[src/rtl/rotary_operand_ctrl.sv]
// rotary_operand_ctrl: turns rotary encoder detents and a push-button into
// operand editing for the 7-bit adder/subtractor. It issues a start strobe,
// then captures the result and overflow onto the LEDs.
module rotary_operand_ctrl #(
  parameter int RESULT_WAIT = 2,
  parameter int STEP        = 1
) (
  input  logic       clk,
  input  logic       reset,
  input  logic       ROT_A,
  input  logic       ROT_B,
  input  logic       BTN_SEL,
  input  logic       SW_SUB,
  input  logic [6:0] sum_in,
  input  logic       ovf_in,
  output logic [6:0] op_a,
  output logic [6:0] op_b,
  output logic       op_sub,
  output logic       op_start,
  output logic [7:0] led,
  output logic [1:0] state_o
);

  typedef enum logic [1:0] {
    EDIT_A = 2'b00,
    EDIT_B = 2'b01,
    CALC   = 2'b10,
    SHOW   = 2'b11
  } state_t;

  localparam logic [6:0] STEP_V   = 7'(STEP);
  localparam logic [3:0] CNT_LAST = 4'(RESULT_WAIT - 1);

  state_t     state;
  logic [3:0] wait_cnt;

  logic rot_a_s1, rot_a_s2, rot_b_s1, rot_b_s2;
  logic btn_s1, btn_s2, btn_d;
  logic q1, q2, q1_d;

  logic       step;
  logic       step_dec;
  logic       press;
  logic [6:0] a_next;
  logic [6:0] b_next;

  // Encoder lines idle high, so their synchronizers reset to 1 and a resting
  // encoder produces no edge when reset is released.
  always_ff @(posedge clk or posedge reset) begin
    if (reset) begin
      rot_a_s1 <= 1'b1;
      rot_a_s2 <= 1'b1;
      rot_b_s1 <= 1'b1;
      rot_b_s2 <= 1'b1;
    end else begin
      rot_a_s1 <= ROT_A;
      rot_a_s2 <= rot_a_s1;
      rot_b_s1 <= ROT_B;
      rot_b_s2 <= rot_b_s1;
    end
  end

  // Button synchronizer plus a delayed copy for single-cycle press detection.
  always_ff @(posedge clk or posedge reset) begin
    if (reset) begin
      btn_s1 <= 1'b0;
      btn_s2 <= 1'b0;
      btn_d  <= 1'b0;
    end else begin
      btn_s1 <= BTN_SEL;
      btn_s2 <= btn_s1;
      btn_d  <= btn_s2;
    end
  end

  // Quadrature decode: q1 marks a detent when it rises, and q2 remembers
  // which line led into the detent to give the direction.
  always_ff @(posedge clk or posedge reset) begin
    if (reset) begin
      q1   <= 1'b1;
      q2   <= 1'b1;
      q1_d <= 1'b1;
    end else begin
      if (rot_a_s2 && rot_b_s2)
        q1 <= 1'b1;
      else if (!rot_a_s2 && !rot_b_s2)
        q1 <= 1'b0;
      if (rot_a_s2 && !rot_b_s2)
        q2 <= 1'b1;
      else if (!rot_a_s2 && rot_b_s2)
        q2 <= 1'b0;
      q1_d <= q1;
    end
  end

  // Events and the candidate operand values after a detent (modulo 128).
  always_comb begin
    step     = q1 & ~q1_d;
    step_dec = q2;
    press    = btn_s2 & ~btn_d;
    a_next   = op_a;
    b_next   = op_b;
    if (step && state == EDIT_A)
      a_next = step_dec ? (op_a - STEP_V) : (op_a + STEP_V);
    if (step && state == EDIT_B)
      b_next = step_dec ? (op_b - STEP_V) : (op_b + STEP_V);
  end

  // Editing / calculation sequencer with all outputs registered. The LED
  // value always follows the state being entered so it changes on the same
  // edge as the operand or state it reflects.
  always_ff @(posedge clk or posedge reset) begin
    if (reset) begin
      state    <= EDIT_A;
      op_a     <= 7'd0;
      op_b     <= 7'd0;
      op_sub   <= 1'b0;
      op_start <= 1'b0;
      led      <= 8'd0;
      wait_cnt <= 4'd0;
    end else begin
      op_start <= 1'b0;
      case (state)
        EDIT_A: begin
          op_a <= a_next;
          if (press) begin
            state <= EDIT_B;
            led   <= {1'b0, op_b};
          end else begin
            led   <= {1'b0, a_next};
          end
        end
        EDIT_B: begin
          op_b <= b_next;
          led  <= {1'b0, b_next};
          if (press) begin
            state    <= CALC;
            op_sub   <= SW_SUB;
            op_start <= 1'b1;
            wait_cnt <= 4'd0;
          end
        end
        CALC: begin
          wait_cnt <= wait_cnt + 4'd1;
          if (wait_cnt == CNT_LAST) begin
            led   <= {ovf_in, sum_in};
            state <= SHOW;
          end
        end
        SHOW: begin
          if (press) begin
            state <= EDIT_A;
            led   <= {1'b0, op_a};
          end
        end
        default: state <= EDIT_A;
      endcase
    end
  end

  assign state_o = state;

endmodule

[config.mk]
export PLATFORM = sky130hd
export DESIGN_NAME = rotary_operand_ctrl
export DESIGN_NICKNAME = d
export VERILOG_FILES = /design/src/rtl/rotary_operand_ctrl.sv
export SDC_FILE = /design/constraint.sdc
export NUM_CORES = 1
export LEC_CHECK = 0
export BUFFER_PORTS_ARGS = -buffer_cell sky130_fd_sc_hd__buf_4
export CELL_PAD_IN_SITES_DETAIL_PLACEMENT = 2
export CELL_PAD_IN_SITES_GLOBAL_PLACEMENT = 2
export CORE_MARGIN = 4
export CORE_UTILIZATION = 35
export CTS_CLUSTER_SIZE = 40
export DETAILED_ROUTE_END_ITERATION = 10
export HOLD_SLACK_MARGIN = 0.06
export PLACE_DENSITY_LB_ADDON = 0.1
export SETUP_SLACK_MARGIN = 0.1
export SYNTH_ARGS = -nofsm -noshare
export SYNTH_HDL_FRONTEND = slang
export SYNTH_SLANG_ARGS = --single-unit
[constraint.sdc]
create_clock -name clk -period 2.62 [get_ports clk]
set_input_delay 0.655 -clock clk [delete_from_list [all_inputs] [get_ports clk]]
set_output_delay 0.655 -clock clk [all_outputs]
set_load 0.05 [all_outputs]
* Word level (Yosys, flattened, before mapping)
Cells that the tools add are included.
** Storage, ports and cells
- Bits in registers :: 40
- Bits of input ports :: 14
- Output and inout port bits :: 26
- Word-level logic and storage cells :: 71
** Cells by class
- Add/subtract/negate cells :: 5
- Equality and inequality tests :: 8
- Mux-type cells :: 21
- Bitwise gates (word level) :: 4
- Reduce and logical (&&, ||, !) cells :: 16
** Operators with widths (count)
- 7-bit 2-to-1 mux :: 5
- 8-bit case mux with 4 select lines :: 1
- 8-bit 2-to-1 mux :: 2
- 7-bit by 1-bit adder with 7-bit output, second input constant :: 2
- 7-bit by 1-bit subtractor with 7-bit output, second input constant :: 2
- 2-bit 2-to-1 mux :: 4
- 2-bit != test, second input constant :: 4
- 2-bit case mux with 4 select lines :: 1
- 4-bit case mux with 2 select lines :: 1
- 1-bit logical AND :: 6
- 1-bit 2-to-1 mux :: 6
- 2-bit AND reduction :: 3
- 2-bit nonzero test :: 3
- 4-bit by 1-bit adder with 4-bit output, second input constant :: 1
- 2-bit == test, second input constant :: 2
- 4-bit by 1-bit == test with 1-bit output, second input constant :: 1
- 4-bit 2-to-1 mux :: 1
- 4-bit AND reduction :: 1
- 1-bit AND :: 2
- 2-bit by 1-bit == test with 1-bit output, second input constant :: 1
- 1-bit zero test :: 2
- 2-bit zero test :: 1
- 1-bit inverter :: 2

* Depth between registers and ports, before layout
Gate-level depths: netlist (run 1).
- Depth in word-level cells :: 6
- Gate-level depth with buffers :: 9
- Gate-level depth less buffers :: 8

* Least setup slack after synthesis (run 1)
OpenSTA, ideal clock, no wires.
- Kind :: register to register
- Start :: register op_a[0]
- End :: register led[6]
- Library setup time :: 99 ps
- Arrival time :: 2337 ps
- Data required time :: 2521 ps
- Slack :: 183 ps
- Cell stages (with the launch flop) :: 9
- Path buffers :: 0
- Period minus slack after synthesis :: 2437 ps
- Cells stage by stage :: dfrtp_1 -> inv_1 -> fa_1 -> nand2b_1 -> a21o_1 -> a211oi_1 -> xnor2_1 -> mux2i_1 -> a311oi_1
** On the way
- Longest elaborated chain between the ends :: 5
- Elaborated cells on any way between the ends :: 6
- Those cells by class :: add/sub: 2; mux: 4
** Ends and longest elaborated chain
- start, declared :: line 16 : output logic [6:0] op_a,
- start signal, assigned :: line 125 : op_a <= a_next;
- 7-bit by 1-bit adder with 7-bit output / 7-bit by 1-bit subtractor with 7-bit output (equally long branches) :: line 104 : a_next = step_dec ? (op_a - STEP_V) : (op_a + STEP_V);
- 7-bit 2-to-1 mux (*) :: line 104
- 7-bit 2-to-1 mux (*) :: line 103 : if (step && state == EDIT_A)
- 7-bit 2-to-1 mux (*) :: line 126 : if (press) begin
- 8-bit case mux with 4 select lines (*) :: line 123 : case (state)
- end signal, assigned :: line 128 : led <= {1'b0, op_b};
- end signal, assigned :: line 130 : led <= {1'b0, a_next};
- end signal, assigned :: line 135 : led <= {1'b0, b_next};
- end, declared :: line 20 : output logic [7:0] led,
Every way passes the cells marked *; elsewhere a longest branch is shown, timed or not.
A chain may end at the register's enable or synchronous reset.

* Worst setup path in the final report (run 1)
- Start :: register q2
- End :: register led[6]
** On the way
- Longest elaborated chain between the ends :: 4
- Elaborated cells on any way between the ends :: 6
- Those cells by class :: mux: 6
** Ends and longest elaborated chain
- start, declared :: line 39 : logic q1, q2, q1_d;
- start signal, assigned :: line 81 : q2 <= 1'b1;
- start signal, assigned :: line 89 : q2 <= 1'b1;
- start signal, assigned :: line 91 : q2 <= 1'b0;
- 7-bit 2-to-1 mux :: line 104
- 7-bit 2-to-1 mux :: line 103
- 7-bit 2-to-1 mux :: line 126
- 8-bit case mux with 4 select lines (*) :: line 123
Marks and branches as above.

==> metrics.yaml, run 1 <==
global_routing:
  antenna_found_initial: 0
  grt_pass1_vias: 2249
  overflow: 0
  grt_first_pass_wirelength_mm: 12.32
  grt_max_degree: 41
  track_usage: 0.1889
clock_network:
  clock_sinks: 40
  clk_latency_ns: 0.30
  htreeDepth: 2
  cts.hold.buffers_added: 0
  cts_tree: "yes"
  numCtsBuffers: 5
  clk_pin_slew_ns: 0.08
  cts_buffer_depth: 2
  root_buffer: "clkbuf_8"
detailed_routing:
  wl_mm: 7.314
  drtIter0Drc: 119
  drt-pass1-iter-count: 4
  num_vias: 2050
  wire_per_inst_um: 19.77
  drc: 0
  viasPerCell: 5.541
  ant_nets: 0
synth:
  postSynthCellCount: 243
  synth_edf_count: 0
  synth_top_family_by_area: "compound AO/OA/AOI/OAI gates"
  async_reset_ff_frac: 1.000
  synth-seq-cells: 40
  yosys_warnings: 0
  synth_compound_area_frac: 0.1990
  synth_xor_xnor_area_share: 0.03979
  synthMuxAreaShare: 0.05323
  ys_seq_area_frac: 0.4171
  ys.flop_type: "dfrtp_1"
  syn_area_um2: 2421
  syn-num-nets: 278
  ys_types: 51
  synth_fa_ha_area_frac: 0.1147
  post_synth.cell_area_avg_um2: 9.963
  synthSimpleGateAreaFrac: 0.1401
floorplan:
  dieHeight_um: 91.17
  core-area_um2: 6756
  io_pins: 40
  dieArea_um2: 8312
  rows: 30
  die_w_um: 91.17
  start_util: 0.3583
timing:
  tightest_slew_ns: 0.6612
  hold_viol: 0
  relSlewSlack: 0.5592
  hold_ws_ns: 0.3510
  fmax_ghz: 0.4252
  rsz0062_at_grt: "yes"
  period_minus_slack_ns: 2.352
  fin_setup_tns_ns: 0
  drv_slew: 0
  finalSetupViolations: 0
  fin_skew_ns: 0.007546
  fin_crit_sh: 0.8977
setup_path:
  slowest_stage: "dfstp_2"
  start_kind: "register"
  r2r_cells: 7
  crit_buf_inv: 0
  path_cells: "ha_1 -> or3b_1 -> a31oi_1 -> a211oi_2 -> xnor2_2 -> mux2i_1 -> a311oi_1"
  critPathTopFamily: "compound AO/OA/AOI/OAI gates"
  crit_fanout: 7
  critPathKind: "reg -> reg"
  critPathMaxStageDelay_ns: 0.61
  rr_startpoint: "q2$_DFFE_PP1P_"
  rr_endpoint: "led[6]$_DFFE_PP0P_"
  crit_start: "q2$_DFFE_PP1P_"
  cp.required_ns: 2.82
  cp.arrival_ns: 2.56
  reg2reg_slack_ns: 0.27
  endpoint_kind: "register"
hold_path:
  hp-start: "btn_s1$_DFF_PP0_"
  min_path_cells: 0
  hold_path_end: "btn_s2$_DFF_PP0_"
  holdCritPathClass: "reg -> reg"
placed_design:
  port_buffers: 39
  dp_hpwl_mm: 5.447
  gp_congestion: 0.8219
pwr:
  leakage_nw: 1.381
  cellPowerDensity_nw_per_um2: 1391
  max-vdd-ir-drop_v: 0.0006097
  finalPower_mw: 4.153
run:
  maxCapViolations: 0
layout:
  final_nets: 324
  syn2layout_area_growth_pct: 23.36
  drive_above_1_share: 0.2690
  diodes: 0
  final_common_cell: "buf_4"
  fillCellCount: 732
  mostFrequentLayoutCells: "buf_4 (47), dfrtp_1 (33), nand2_1 (30)"
run_status:
  status: "finished, final reports clean"
-- routing by layer --
metal  track usage  share of wire  up-vias
li1              -              -      971
met1        0.2563           0.46     1037
met2        0.3115           0.48       34
met3       0.02568          0.037        8
met4       0.05779          0.018        0
met5             0              0        -
-- cell usage after synthesis, drive strengths merged (7+ instances only) --
| cell type | count | area share |
|---|---|---|
| nor2 | 7 | 0.011 |
| dfstp | 7 | 0.076 |
| inv | 12 | 0.019 |
| a21oi | 10 | 0.021 |
| dfrtp | 33 | 0.34 |
| o21ai | 20 | 0.041 |
| mux2 | 7 | 0.033 |
| nand2 | 30 | 0.047 |
| xnor2 | 8 | 0.029 |
| ha | 19 | 0.098 |
| clkbuf | 7 | 0.011 |
| nand2b | 7 | 0.018 |
-- power breakdown --
part	internal (mW)	total (mW)	switching, mW
logic	0.918	2.59	1.67
clock network	0.215	0.443	0.227
registers	0.854	1.12	0.267
total	1.99	4.15	2.16
-- how the worst max path moves through the flow --
stage,cells after the start,endpoint
2_1_floorplan,8,led[6]$_DFFE_PP0P_
5_1_grt,8,led[6]$_DFFE_PP0P_
3_5_place_dp,8,led[6]$_DFFE_PP0P_
6_report,7,led[6]$_DFFE_PP0P_
4_1_cts,8,led[6]$_DFFE_PP0P_
3_3_place_gp,8,led[6]$_DFFE_PP0P_
-- cells by family after synthesis --
group / count (synthesis)
multiplexers: 12
flip-flops: 40
adder cells (fa/ha/maj): 21
AND/OR/NAND/NOR: 67
AO/OA/AOI/OAI: 70
XOR/XNOR: 11
buffers and inverters: 22
-- sequential cells by signal (all words and copies together) (netlist names), 2 cells and up --
name	flops
wait_cnt	4
state_o	2
op_a	7
op_b	7
led	8
-- through the flow --
stage	instance area [µm²]	utilization	setup slack, ns	instances
after detailed placement	2824	0.4180	0.1049	359
after floorplan	2421	-	0.1835	243
after global placement	2824	0.4180	0.2033	359
final	2987	0.4420	0.2680	370
after global routing	2987	0.4420	0.06807	370
after CTS	2940	0.4352	0.1406	370
-- repair_timing --
action                                  CTS  global route
gates cloned                              0             0
buffers inserted                          3             0
pin swaps                                 2             3
hold endpoints to repair                  0             0
resized for setup                         1            10
endpoints found under the setup margin    1             2
-- area by class of cell --
cell class                 instances  area (µm²)  area share
clock buffer                       8       90.09     0.03016
multi-input combinational        181        1374      0.4600
sequential                        40        1010      0.3381
timing repair buffer              49       367.9      0.1232
tap                               80       100.1     0.03351
inverter                          12       45.04     0.01508
Note: power is estimated with default switching activity, not from simulation.
==> run 2: changes to the inputs <==
Settings changed: CORE_UTILIZATION 35 to 32, SLEW_MARGIN from default to 0.
Clock period 2.62 ns to 2.14 ns, I/O delays scaled along.
==> metrics.yaml, run 2 (synthesized netlist as in run 1, its figures left out) <==
floorplan:
  core-area_um2: 7292  # was 6756 µm²
  dieHeight_um: 94.98  # was 91.17 µm
  dieArea_um2: 9021  # was 8312 µm²
  die_w_um: 94.98  # was 91.17 µm
  rows: 31  # was 30
  start_util: 0.3320  # was 0.3583
  io_pins: 40  # unchanged
detailed_routing:
  viasPerCell: 5.284  # was 5.541
  drt-pass1-iter-count: 5  # was 4
  ant_nets: 0  # unchanged
  drtIter0Drc: 56  # was 119
  drc: 0  # unchanged
  wl_mm: 8.898  # was 7.314 mm
  num_vias: 2267  # was 2050
  wire_per_inst_um: 20.74  # was 19.77 µm
global_routing:
  track_usage: 0.1974  # was 0.1889
  grt_max_degree: 41  # unchanged
  overflow: 0  # unchanged
  grt_pass1_vias: 2459  # was 2249
  antenna_found_initial: 0  # unchanged
  grt_first_pass_wirelength_mm: 13.43  # was 12.32 mm
setup_path:
  crit_top_cell: "buf_4"
  path_cells: "buf_6 -> buf_4 -> ha_4 -> a211oi_2 -> o31ai_1 -> buf_4 -> a222oi_1 -> nor3_1 -> a211o_1"  # was ha_1 -> or3b_1 -> a31oi_1 -> a211oi_2 -> xnor2_2 -> mux2i_1 -> a311oi_1
  rr_endpoint: "led[4]$_DFFE_PP0P_"  # was led[6]$_DFFE_PP0P_
  cp.arrival_ns: 2.55  # was 2.56 ns
  crit_fanout: 7  # unchanged
  critPathMaxStageDelay_ns: 0.64  # was 0.61 ns
  cp.required_ns: 2.33  # was 2.82 ns
  slowest_stage: "dfstp_2"  # unchanged
  start_kind: "register"  # unchanged
  reg2reg_slack_ns: -0.22  # was 0.27 ns
  r2r_cells: 9  # was 7
  rr_startpoint: "q2$_DFFE_PP1P_"  # unchanged
  critPathKind: "reg -> reg"  # unchanged
  endpoint_kind: "register"  # unchanged
timing:
  hold_ws_ns: 0.3326  # was 0.3510 ns
  relSlewSlack: 0.6062  # was 0.5592
  rsz0062_at_grt: "yes"  # unchanged
  period_minus_slack_ns: 2.361  # was 2.352 ns
  drv_slew: 0  # unchanged
  finalSetupViolations: 2  # was 0
  layout_setup_ws_ns: -0.2213  # was 0.2680 ns
  tightest_slew_ns: 0.5906  # was 0.6612 ns
  hold_viol: 0  # unchanged
  fmax_ghz: 0.4235  # was 0.4252 GHz
  fin_skew_ns: 0.004647  # was 0.007546 ns
  fin_crit_sh: 1.103  # was 0.8977
layout:
  syn2layout_area_growth_pct: 45.48  # was 23.36%
  mostFrequentLayoutCells: "buf_4 (85), nand2_1 (30), dfrtp_1 (27)"  # was buf_4 (47), dfrtp_1 (33), nand2_1 (30)
  final_nets: 364  # was 324
  drive_above_1_share: 0.4697  # was 0.2690
  top_register: "led"  # unchanged
  diodes: 0  # unchanged
  final_common_cell: "buf_4"  # unchanged
  largest_register_ffs: 8  # unchanged
  reg.largest.list: "led x8, op_a x7, op_b x7"  # unchanged
clock_network:
  root_buffer: "clkbuf_8"  # unchanged
  cts_buffer_depth: 2  # unchanged
  numCtsBuffers: 5  # unchanged
  cts_tree: "yes"  # unchanged
  clk_latency_ns: 0.30  # about the same
  clock_sinks: 40  # unchanged
  clk_pin_slew_ns: 0.09  # was 0.08 ns
  cts.hold.buffers_added: 0  # unchanged
  htreeDepth: 2  # unchanged
pwr:
  cellPowerDensity_nw_per_um2: 1709  # was 1391 nW/µm²
  finalPower_mw: 6.018  # was 4.153 mW
  leakage_nw: 1.593  # was 1.381 nW
  max-vdd-ir-drop_v: 0.0006021  # was 0.0006097 V
hold_path:
  holdCritPathClass: "in -> reg"  # was reg -> reg
  hold_path_end: "rot_b_s1$_DFF_PP1_"  # was btn_s2$_DFF_PP0_
  min_path_cells: 1  # was 0
  hp-start: "ROT_B"  # was btn_s1$_DFF_PP0_
run_status:
  status: "complete, but fails checks"  # was finished, final reports clean
  violations: "negative setup slack"
placed_design:
  pre_cts_ws_ns: -0.3152  # was 0.1049 ns
  dp_hpwl_mm: 6.084  # was 5.447 mm
  port_buffers: 39  # unchanged
  gp_congestion: 0.7690  # was 0.8219
run:
  maxCapViolations: 0  # unchanged
-- run 2: cell count changes in the layout (fill, tap and decap cells not counted), moves of 3 or more --
cell / delta
a21oi_1: -3
buf_4: +38
dfrtp_1: -6
dfrtp_2: +6
ha_1: -6
ha_4: +5
inv_1: -4
inv_2: +3
o21ai_0: -4
o21ai_2: +5
-- run 2: worst max-delay path by stage --
stage	from	to	slack [ns]	cells after the start
finish	q2$_DFFE_PP1P_	led[4]$_DFFE_PP0P_	-0.22	9
floorplan	q2$_DFFE_PP1P_	led[6]$_DFFE_PP0P_	-0.14	9
global route	q2$_DFFE_PP1P_	led[4]$_DFFE_PP0P_	-0.34	9
detailed placement	q2$_DFFE_PP1P_	led[6]$_DFFE_PP0P_	-0.32	8
global placement	q2$_DFFE_PP1P_	led[6]$_DFFE_PP0P_	-0.19	7
CTS	q2$_DFFE_PP1P_	led[6]$_DFFE_PP0P_	-0.15	8
-- run 2: metal layers --
| metal | global-route usage | vias to the layer above | share of wire |
|---|---|---|---|
| met5 | 0 | - | 0 |
| met4 | 0.04447 | 0 | 0.013 |
| met3 | 0.03506 | 11 | 0.031 |
| met2 | 0.3429 | 40 | 0.51 |
| met1 | 0.2547 | 1162 | 0.44 |
| li1 | - | 1054 | - |
-- run 2: cell type report --
| cell class | count | area (µm²) |
|---|---|---|
| repair buffers | 89 | 676.9 |
| multi-input cells | 181 | 1544 |
| inverters | 12 | 45.04 |
| fillers | 787 | 3770 |
| clock inverters | 3 | 46.29 |
| flip-flops and latches | 40 | 1017 |
| clock buffers | 5 | 68.82 |
| well taps | 99 | 123.9 |
-- run 2: critical path: cells and delay by family, from the launching register on --
kind | cells | cell delay, ns
adder cells (fa/ha/maj) | 1 | 0.20
flip-flops | 1 | 0.64
AO/OA/AOI/OAI | 4 | 0.89
buffers and inverters | 3 | 0.43
AND/OR/NAND/NOR | 1 | 0.08
-- run 2: timing repair --
action,in CTS,in global routing
pin swaps,11,10
setup endpoints to repair,8,11
cloned,0,1
buffers inserted,3,7
resized for setup,25,18
-- run 2: stage by stage --
stage | TNS [ns] | instances | util | cell area (µm²)
global placement | -0.5975 | 410 | 0.4283 | 3123
detailed placement | -0.7191 | 410 | 0.4283 | 3123
finish | -0.4225 | 429 | 0.4830 | 3522
global route | -0.7791 | 429 | 0.4830 | 3522
CTS | -0.2900 | 421 | 0.4626 | 3373
floorplan | -0.1779 | 243 | - | 2460
-- run 2: power by group --
part           switching [mW]  leakage, nW  internal, mW
Combinational            2.42         1.06          1.59
Clock                   0.312       0.0548         0.352
Sequential              0.291        0.480          1.06
==> run 3: changes to the inputs <==
Settings changed: TNS_END_PERCENT from default to 5.
==> metrics.yaml, run 3 (synthesized netlist as in run 1, its figures left out) <==
layout:
  final_util: 0.4607  # was 0.4830
  drive_above_1_share: 0.4085  # was 0.4697
  diodes: 0  # unchanged
  final_nets: 362  # was 364
  largest_register_ffs: 8  # unchanged
  mostFrequentLayoutCells: "buf_4 (85), nand2_1 (30), dfrtp_1 (29)"  # was buf_4 (85), nand2_1 (30), dfrtp_1 (27)
  reg.largest.list: "led x8, op_a x7, op_b x7"  # unchanged
  finalInstanceArea_um2: 3359  # was 3522 µm²
  syn2layout_area_growth_pct: 38.76  # was 45.48%
  top_register: "led"  # unchanged
  layoutNonFillerInstCount: 427  # was 429
  final_common_cell: "buf_4"  # unchanged
setup_path:
  critPathMaxStageDelay_ns: 0.40  # was 0.64 ns
  endpoint_kind: "register"  # unchanged
  start_kind: "register"  # unchanged
  cp.arrival_ns: 2.56  # was 2.55 ns
  cp.required_ns: 2.38  # was 2.33 ns
  slowest_stage: "dfstp_2"  # unchanged
  path_cells: "buf_4 -> fa_2 -> a211oi_2 -> nor2_2 -> buf_4 -> o31ai_2 -> a222oi_1 -> nor3_1 -> a211o_1"  # was buf_6 -> buf_4 -> ha_4 -> a211oi_2 -> o31ai_1 -> buf_4 -> a222oi_1 -> nor3_1 -> a211o_1
  crit_top_cell: "buf_4"  # unchanged
  critPathKind: "reg -> reg"  # unchanged
  crit_fanout: 5  # was 7
pwr:
  cellPowerDensity_nw_per_um2: 1707  # was 1709 nW/µm²
  p_int_mw: 2.809  # was 2.999 mW
  max-vdd-ir-drop_v: 0.0005964  # was 0.0006021 V
  p_switching_mw: 2.924  # was 3.019 mW
  p_comb_frac: 0.685  # was 0.666
  power_switching_share: 0.5100  # was 0.5017
  leakage_nw: 1.574  # was 1.593 nW
  sequentialPowerShare: 0.225  # was 0.224
  pwr-share-clk: 0.090  # was 0.110
clock_network:
  cts.hold.buffers_added: 0  # unchanged
  clk_pin_slew_ns: 0.09  # about the same
  clk_latency_ns: 0.30  # about the same
  htreeDepth: 2  # unchanged
  numCtsBuffers: 5  # unchanged
  cts_tree: "yes"  # unchanged
  root_buffer: "clkbuf_8"  # unchanged
  clock_sinks: 40  # unchanged
  cts_buffer_depth: 2  # unchanged
detailed_routing:
  drtIter0Drc: 50  # was 56
  wire_per_inst_um: 20.09  # was 20.74 µm
  wl_mm: 8.579  # was 8.898 mm
  num_vias: 2259  # was 2267
  drc: 0  # unchanged
  viasPerCell: 5.290  # was 5.284
  drt-pass1-iter-count: 5  # unchanged
  ant_nets: 0  # unchanged
global_routing:
  antenna_found_initial: 0  # unchanged
  grt_first_pass_wirelength_mm: 13.88  # was 13.43 mm
  track_usage: 0.2044  # was 0.1974
  grt_max_degree: 41  # unchanged
  grt_pass1_vias: 2487  # was 2459
  overflow: 0  # unchanged
timing:
  relSlewSlack: 0.5545  # was 0.6062
  fmax_ghz: 0.4311  # was 0.4235 GHz
  hold_viol: 0  # unchanged
  fin_setup_tns_ns: -0.3229  # was -0.4225 ns
  fin_skew_ns: 0.007413  # was 0.004647 ns
  rsz0062_at_grt: "yes"  # unchanged
  tightest_slew_ns: 0.6669  # was 0.5906 ns
  period_minus_slack_ns: 2.320  # was 2.361 ns
  layout_setup_ws_ns: -0.1795  # was -0.2213 ns
  drv_slew: 0  # unchanged
  finalSetupViolations: 2  # unchanged
  fin_crit_sh: 1.084  # was 1.103
hold_path:
  holdCritPathClass: "in -> reg"  # unchanged
placed_design:
  place_area_um2: 3151  # was 3123 µm²
  gp_congestion: 0.8022  # was 0.7690
  dp_cells: 414  # was 410
  dp_hpwl_mm: 6.437  # was 6.084 mm
  port_buffers: 39  # unchanged
floorplan:
  dieArea_um2: 9021  # unchanged
  die_w_um: 94.98  # unchanged
  core-area_um2: 7292  # unchanged
  rows: 31  # unchanged
  start_util: 0.3320  # unchanged
  io_pins: 40  # unchanged
  dieHeight_um: 94.98  # unchanged
run_status:
  status: "complete, but fails checks"  # unchanged
  violations: "negative setup slack"  # unchanged
run:
  maxCapViolations: 0  # unchanged
## run 3: through the flow
step	setup WS [ns]	hold slack [ns]	power (mW)
after floorplan	-0.1569	0.3312	3.530
after global placement	-0.2185	0.3412	4.894
after detailed placement	-0.2833	0.3396	5.033
after CTS	-0.1565	0.3263	5.726
after global routing	-0.2741	0.3214	6.138
final	-0.1795	0.3367	5.733
## run 3: power groups by stage
stage	clock network [mW]	logic (mW)	registers, mW
3_3_place_gp	0	3.61	1.29
4_1_cts	0.542	3.89	1.30
2_1_floorplan	0	1.46	2.08
6_report	0.517	3.92	1.29
5_1_grt	0.574	4.23	1.33
3_5_place_dp	0	3.73	1.30
## run 3: critical path, delay by kind of cell, from the launching register on
kind                     cells  cell delay, ns
AO/OA/AOI/OAI                4            0.86
buffers and inverters        2            0.30
adder cells (fa/ha/maj)      1            0.37
AND/OR/NAND/NOR              2            0.34
flip-flops                   1            0.40
## run 3: timing repair
| item | CTS | global route |
|---|---|---|
| setup endpoints to repair | 10 | 12 |
| gates resized for setup | 15 | 6 |
| pin swaps | 14 | 4 |
| setup buffers | 5 | 0 |
## run 3: area by class of cell
class,instances,area (µm²)
Fill cell,843,3933
Multi-Input combinational cell,181,1426
Sequential cell,40,1015
Timing Repair Buffer,87,664.4
Tap cell,99,123.9
Clock buffer,6,72.57
Inverter,12,45.04
Clock inverter,2,12.51
## run 3: final timing paths
check / startpoint / end / slack [ns] / cells past startpoint
worst max-delay path: q2$_DFFE_PP1P_ / led[4]$_DFFE_PP0P_ / -0.18 / 9
worst min-delay path: BTN_SEL / btn_s1$_DFF_PP0_ / 0.34 / 1
worst max register to register: q2$_DFFE_PP1P_ / led[4]$_DFFE_PP0P_ / -0.18 / 9
worst min register to register: btn_s1$_DFF_PP0_ / btn_s2$_DFF_PP0_ / 0.36 / 0
max in group asynchronous: reset / op_a[0]$_DFFE_PP0N_ / 1.35 / 3
min in group asynchronous: reset / op_b[5]$_DFFE_PP0P_ / 0.37 / 3
## run 3: metal layers
| metal | wire length (µm) | up-vias | GRT usage |
|---|---|---|---|
| met4 | 82 | 0 | 0.05048 |
| met1 | 3865 | 1159 | 0.2592 |
| li1 | - | 1048 | - |
| met2 | 4346 | 41 | 0.3623 |
| met5 | 0 | - | 0 |
| met3 | 285 | 11 | 0.03108 |
